File: src/rtl/mole_round_sched.sv
// Whack-a-mole round scheduler: requests a mole from the selector, shows it
// for a programmable number of seconds, scores hits and misses, and ends the
// level once the selector reports that all moles have been used.
module mole_round_sched #(
  parameter int unsigned SEL_TIMEOUT = 16
) (
  input  logic       clk,
  input  logic       rst,
  input  logic       start,
  input  logic       abort,
  input  logic [3:0] interval,
  input  logic       sec_tick,
  output logic       sel_req,
  input  logic       sel_done,
  input  logic [2:0] sel_num,
  input  logic       sel_all,
  input  logic [7:0] hit_pulse,
  output logic [7:0] mole_mask,
  output logic [3:0] secs_left,
  output logic [3:0] hit_cnt,
  output logic [3:0] miss_cnt,
  output logic       score_inc,
  output logic       level_done,
  output logic       sel_err,
  output logic       busy
);

  // Counter only needs to reach SEL_TIMEOUT-1; the timeout fires on that cycle.
  localparam int unsigned   CW      = (SEL_TIMEOUT > 1) ? $clog2(SEL_TIMEOUT) : 1;
  localparam logic [CW-1:0] TO_LAST = CW'(SEL_TIMEOUT - 1);

  typedef enum logic [2:0] {
    S_IDLE,
    S_REQ,
    S_WAIT_SEL,
    S_SHOW,
    S_DONE
  } state_t;

  state_t        r_state;
  logic [CW-1:0] r_cnt;
  logic          r_last;
  logic          r_sel_req;
  logic [7:0]    r_mask;
  logic [3:0]    r_secs;
  logic [3:0]    r_hit_cnt;
  logic [3:0]    r_miss_cnt;
  logic          r_score_inc;
  logic          r_level_done;
  logic          r_sel_err;
  logic          r_busy;

  logic w_hit;
  logic w_wrong;
  logic w_tmo;

  assign w_hit   = |(hit_pulse & r_mask);
  assign w_wrong = |hit_pulse;
  assign w_tmo   = sec_tick && (r_secs == 4'd1);

  // Level FSM; every output is registered alongside the state transition.
  always_ff @(posedge clk) begin
    if (rst) begin
      r_state      <= S_IDLE;
      r_cnt        <= '0;
      r_last       <= 1'b0;
      r_sel_req    <= 1'b0;
      r_mask       <= '0;
      r_secs       <= '0;
      r_hit_cnt    <= '0;
      r_miss_cnt   <= '0;
      r_score_inc  <= 1'b0;
      r_level_done <= 1'b0;
      r_sel_err    <= 1'b0;
      r_busy       <= 1'b0;
    end else begin
      r_sel_req    <= 1'b0;
      r_score_inc  <= 1'b0;
      r_level_done <= 1'b0;
      r_sel_err    <= 1'b0;
      if ((r_state != S_IDLE) && abort) begin
        r_state <= S_IDLE;
        r_mask  <= '0;
        r_secs  <= '0;
        r_busy  <= 1'b0;
      end else begin
        case (r_state)
          S_IDLE: begin
            if (start) begin
              r_hit_cnt  <= '0;
              r_miss_cnt <= '0;
              r_secs     <= '0;
              r_sel_req  <= 1'b1;
              r_busy     <= 1'b1;
              r_state    <= S_REQ;
            end
          end
          S_REQ: begin
            r_cnt   <= '0;
            r_state <= S_WAIT_SEL;
          end
          S_WAIT_SEL: begin
            if (sel_done) begin
              r_mask  <= 8'b0000_0001 << sel_num;
              r_secs  <= (interval == 4'd0) ? 4'd1 : interval;
              r_last  <= sel_all;
              r_state <= S_SHOW;
            end else if (r_cnt == TO_LAST) begin
              r_sel_err <= 1'b1;
              r_mask    <= '0;
              r_busy    <= 1'b0;
              r_state   <= S_IDLE;
            end else begin
              r_cnt <= r_cnt + 1'b1;
            end
          end
          S_SHOW: begin
            if (w_hit || w_wrong || w_tmo) begin
              if (w_hit) begin
                if (r_hit_cnt != 4'hF) r_hit_cnt <= r_hit_cnt + 4'd1;
                r_score_inc <= 1'b1;
              end else if (r_miss_cnt != 4'hF) begin
                r_miss_cnt <= r_miss_cnt + 4'd1;
              end
              r_mask <= '0;
              r_secs <= '0;
              if (r_last) begin
                r_level_done <= 1'b1;
                r_state      <= S_DONE;
              end else begin
                r_sel_req <= 1'b1;
                r_state   <= S_REQ;
              end
            end else if (sec_tick) begin
              r_secs <= r_secs - 4'd1;
            end
          end
          S_DONE: begin
            r_busy  <= 1'b0;
            r_state <= S_IDLE;
          end
          default: begin
            r_mask  <= '0;
            r_secs  <= '0;
            r_busy  <= 1'b0;
            r_state <= S_IDLE;
          end
        endcase
      end
    end
  end

  assign sel_req    = r_sel_req;
  assign mole_mask  = r_mask;
  assign secs_left  = r_secs;
  assign hit_cnt    = r_hit_cnt;
  assign miss_cnt   = r_miss_cnt;
  assign score_inc  = r_score_inc;
  assign level_done = r_level_done;
  assign sel_err    = r_sel_err;
  assign busy       = r_busy;

endmodule

File: config.mk
export PLATFORM = sky130hd
export DESIGN_NAME = mole_round_sched
export DESIGN_NICKNAME = d
export VERILOG_FILES = /design/src/rtl/mole_round_sched.sv
export SDC_FILE = /design/constraint.sdc
export NUM_CORES = 1
export LEC_CHECK = 0
export CELL_PAD_IN_SITES_DETAIL_PLACEMENT = 0
export CELL_PAD_IN_SITES_GLOBAL_PLACEMENT = 1
export CORE_ASPECT_RATIO = 1.25
export CORE_MARGIN = 5
export CORE_UTILIZATION = 41
export CTS_BUF_LIST = sky130_fd_sc_hd__clkbuf_2 sky130_fd_sc_hd__clkbuf_4 sky130_fd_sc_hd__clkbuf_8
export DETAILED_ROUTE_END_ITERATION = 6
export GPL_TIMING_DRIVEN = 0
export PLACE_DENSITY_LB_ADDON = 0.1
export SLEW_MARGIN = 20
export SYNTH_ARGS = -nofsm -noshare
export SYNTH_HDL_FRONTEND = slang
export SYNTH_SLANG_ARGS = --single-unit
export TNS_END_PERCENT = 100
File: constraint.sdc
create_clock -name clk -period 4.5 [get_ports clk]
set_input_delay 0.675 -clock clk [delete_from_list [all_inputs] [get_ports clk]]
set_output_delay 0.675 -clock clk [all_outputs]
set_load 0.01 [all_outputs]
Word-level counts from Yosys, hierarchy flattened --
Index checks and enable logic that the tools add are counted.
Storage, ports and cells: register bits after elaboration 33, bits in latches 0, bits in writable memories 0, bits in read-only memories 0, input bits 22, output and inout bits 25, logic and storage cells 108, memories 0
Cells by class: $add $sub $neg 4, multiply operators 0, div/mod/pow operators 0, magnitude comparators 0, equal/unequal tests 20, shift operators 1, mux-type cells 38, bitwise gates (word level) 8, reduce and logical (&&, ||, !) cells 25
Operator list (number):
- two-way mux 4 bit | 13
- two-way mux 8 bit | 3
- one-hot mux 4 bit (2 select lines) | 3
- one-hot mux 8 bit (3 select lines) | 1
- != test 2 bit, second input constant | 10
- one-hot mux 4 bit (4 select lines) | 1
- OR reduction 8 bit | 2
- two-way mux 3 bit | 5
- adder 4 x 1 -> 4 bit, second input constant | 3
- one-hot mux 3 bit (4 select lines) | 1
- AND reduction 4 bit | 3
- AND reduction 6 bit | 2
- two-way mux 1 bit | 9
- AND reduction 3 bit | 3
- AND 8 bit | 1
- != test 4 bit, second input constant | 2
- OR reduction 4 bit | 2
- left shift 1 x 3 -> 8 bit, first input constant | 1
- inverter 1 bit | 7
- equality test 3 x 2 -> 1 bit, second input constant | 2
- != test 3 bit, second input constant | 2
- OR reduction 2 bit | 3
- equality test 4 x 1 -> 1 bit, second input constant | 1
- equality test 4 bit, second input constant | 1
- other kinds (12) | 15

Longest topological paths before layout --
depth in word-level cells 6, depth in mapped cells 6, depth with buffers taken out 6

Least setup slack after synthesis --
No wires, ideal clock.
path type in2reg, start point in hit_pulse[0], end point reg r_mask[0], in the netlist mole_mask[0], library setup time 70 ps, arrival 1925 ps, data required time 4430 ps, path slack 2505 ps, stages 4, path buffers 0, cells stage by stage or4_4 > o41ai_4 > a31oi_4 > o21ai_1
On the way: longest elaborated chain between the ends 6, elaborated cells on any way between the ends 7, those cells by class 1 x eq/ne; 1 x bitwise; 5 x reduce/logical
Ends and longest elaborated chain:
- start: declaration | line 17 | input logic [7:0] hit_pulse,
- AND 8 bit | line 57 | assign w_hit = |(hit_pulse & r_mask);
- OR reduction 8 bit | line 57
- logical OR 1 bit (*) (2 in a row) | line 118 | if (w_hit || w_wrong || w_tmo) begin
- != test 2 bit (no line) (*)
- AND reduction 3 bit (no line) (*)
- end signal: assignment | line 104 | r_mask <= 8'b0000_0001 << sel_num;
- end: declaration | line 44 | logic [7:0] r_mask;
Every way passes the cells marked *; elsewhere a longest branch is shown, timed or not. A chain may end at the register's enable or synchronous reset.

Worst setup path after layout --
start point in hit_pulse[6], end point reg r_miss_cnt[0], in the netlist miss_cnt[0]
On the way: longest elaborated chain between the ends 6, elaborated cells on any way between the ends 8, those cells by class 2 x eq/ne; 1 x bitwise; 5 x reduce/logical
Ends and longest elaborated chain:
- AND 8 bit | line 57
- OR reduction 8 bit | line 57
- logical OR 1 bit (2 in a row) | line 118
- != test 2 bit (no line)
- AND reduction 6 bit (no line) (*)
- end signal: assignment | line 123 | r_miss_cnt <= r_miss_cnt + 4'd1;
- end: declaration | line 47 | logic [3:0] r_miss_cnt;
Marked as above.

==> results.json <==
{
  "outcome": "complete, no violations",
  "grt_pass1_wl_um": 9010,
  "grt_pass1_vias": 1883,
  "netlist.area_leader.share": 0.332,
  "synth_area_um2": 1990,
  "synth_compound_area_frac": 0.296,
  "setup_viol": 0,
  "synth_nets": 247,
  "cp_data_required_time_ns": 4.68,
  "setup_slack_ns": 2.08,
  "clk-insertion-delay-late_ns": 0.29,
  "synth.yosys.seq_area_share": 0.332,
  "num_rows": 28,
  "synth-seq-cells": 33,
  "fp.dieH_um": 87.9,
  "ir_worst_vdd_uv": 117,
  "worst_slew_pin_slew_ns": 0.664,
  "p_per_area_nw_per_um2": 265,
  "initial_core_util": 0.421,
  "crit_chain": "clkdlybuf4s50_1 > a22o_1 > nor4_1 > a31oi_1 > mux2_2",
  "start_kind": "input port",
  "gp_congestion": 0.797,
  "final_area_um2": 2600,
  "tns_ns": 0,
  "yosys.area_share.simple": 0.269,
  "avgSynthCellArea_um2": 9.04,
  "max_freq_mhz": 413,
  "grt_max_degree": 12,
  "synthTopCellsByCount": "dfxtp_1, inv_1, a21oi_1",
  "stdcell_count": 333,
  "ys_types": 64,
  "worst_ep_arrival_time_ns": 2.60,
  "drt-total-wl_um": 5470,
  "cts.sinks": 33,
  "async_reset_ff_frac": 0,
  "globalRoute.totalOverflow": 0,
  "cts_resized": 0,
  "finalHoldViolCount": 0,
  "post_cts_buffers": 0,
  "synth_top_flop_cell": "dfxtp_1",
  "wl_per_cell_um": 16.4,
  "period_needed_ns": 2.42,
  "yosysMostFrequentCell": "dfxtp_1",
  "path_clk_slew_ns": 0.07,
  "worst-path-buf-inv": 1,
  "nets": 299,
  "numCtsBuffers": 5,
  "drv_cap": 0,
  "cts_tree": "built",
  "drcViolationCount": 0,
  "crit_family": "simple AND/OR/NAND/NOR gates",
  "muxShareOfSynthArea": 0.0157,
  "rsz0062_at_grt": "false",
  "clockBufferDepth": 2,
  "finalMaxSlewViolations": 0,
  "syn_to_final_growth_pct": 30.8,
  "finClkSkew_ns": 0.0118,
  "die_w_um": 72.3,
  "criticalPathCategory": "in2reg",
  "hold_class": "reg2reg",
  "synth_top_family_by_area": "compound AO/OA/AOI/OAI gates",
  "ys_top_cells_by_area": "dfxtp_1, a21oi_1, ha_1",
  "htree_levels": 2,
  "port_buffers": 45,
  "drt_iter0_drc": 108,
  "n_antenna_cell": 0,
  "synth-edff-count": 0,
  "viasPerCell": 5.85,
  "place_inst": 325,
  "core_area_um2": 4730,
  "synth_fa_ha_area_frac": 0.0314,
  "crit_fanout": 4,
  "fin_crit_sh": 0.537,
  "yosys_warnings": 0,
  "vias": 1949,
  "slowest_stage": "nor4_1",
  "place_area_um2": 2510,
  "cts_hold_buf": 0,
  "finalPower_mw": 0.689,
  "die-area_um2": 6350,
  "ctsRootBufferMaster": "clkbuf_8",
  "netlist_instances": 220,
  "grt_use_total": 0.180,
  "cellLeakagePower_nw": 0.886,
  "num_io_pins": 47,
  "synthXorXnorAreaFrac": 0,
  "cp_slowest_stage_delay_ns": 0.60,
  "relSlewSlack": 0.553,
  "dp_hpwl_um": 4140,
  "drive_gt1_frac": 0.125,
  "preCtsSetupSlack_ns": 1.80,
  "drtAntennaViolNets": 0,
  "cp-end-kind": "flip-flop",
  "first_pass_iters": 4,
  "synth_top_area_cell": "dfxtp_1",
  "antenna_found_initial": 0
}
-- cell type report --
cell class,instances,area (um2)
plain buffers,6,52.6
flip-flops and latches,33,661
fillers,473,2130
multi-input cells,165,1220
well taps,60,75.1
inverters,16,60.1
repair buffers,45,450
clock buffers,5,68.8
clock inverters,3,17.5
-- cell families (layout without fill, tap and decap cells) --
family,Yosys count,after routing
fa+ha+maj,5,5
mux,3,3
compound gates,75,75
flops,33,33
simple gates,82,82
buf+inv,22,75
-- flip-flops by register name, summed over array words and instances (netlist names) --
register and count:
score_inc 1, mole_mask 8, secs_left 4, level_done 1
busy 1, r_last 1, r_cnt 4, sel_err 1
r_state 3, hit_cnt 4, sel_req 1, miss_cnt 4
-- path summary, 6_finish.rpt --
kind | start | end | slack, ns | cells after the start
min reg2reg | mole_mask[1] | mole_mask[1] | 0.47 | 2
min | mole_mask[1] | mole_mask[1] | 0.47 | 2
max reg2reg | r_state[1] | secs_left[3] | 2.49 | 5
max | hit_pulse[6] | miss_cnt[0] | 2.08 | 5
-- placed cells by master, fill, tap and decap left out, types with 3 or more instances in the layout --
cell	count
inv_1	16
a22o_1	3
o311ai_0	4
nor2b_1	3
a21oi_1	14
o21a_1	3
dfxtp_1	33
o31ai_1	5
o21ai_0	7
a311oi_1	5
ha_1	5
clkbuf_8	5
or4_1	3
o21ai_2	3
and3_1	4
nor4_2	3
clkdlybuf4s50_1	45
nand3_1	7
o21ai_1	5
nand2_1	10
nor2_1	10
nor4_1	4
nand4_1	3
nor3_1	7
nor3b_1	4
buf_6	4
nand2b_1	5
-- power by group --
| group | internal [mW] | leakage, nW | switching, mW | total [mW] |
|---|---|---|---|---|
| combinational | 0.0687 | 0.576 | 0.0866 | 0.155 |
| clock | 0.107 | 0.0439 | 0.117 | 0.224 |
| sequential | 0.299 | 0.267 | 0.0101 | 0.309 |
-- per-stage QoR --
| stage | hold WS [ns] | util |
|---|---|---|
| after floorplan | 0.474 | - |
| after global placement | 0.458 | 0.532 |
| after detailed placement | 0.468 | 0.532 |
| after CTS | 0.475 | 0.550 |
| after global routing | 0.495 | 0.550 |
| final | 0.471 | 0.550 |
-- worst reg2reg max path: stages, from the launching register on --
cell and delay (ns):
dfxtp_1 0.48, buf_6 0.18, nor3b_1 0.30, nor3b_1 0.44, o21ai_0 0.29, o211ai_1 0.23
-- routing by layer --
| layer | GRT usage | vias to the layer above | routed length (um) |
|---|---|---|---|
| met5 | 0 | - | 0 |
| met4 | 0.0513 | 0 | 63 |
| li1 | - | 962 | - |
| met2 | 0.321 | 34 | 2740 |
| met3 | 0.0448 | 4 | 210 |
| met1 | 0.213 | 949 | 2450 |
Power figures use the tool's default switching activity.
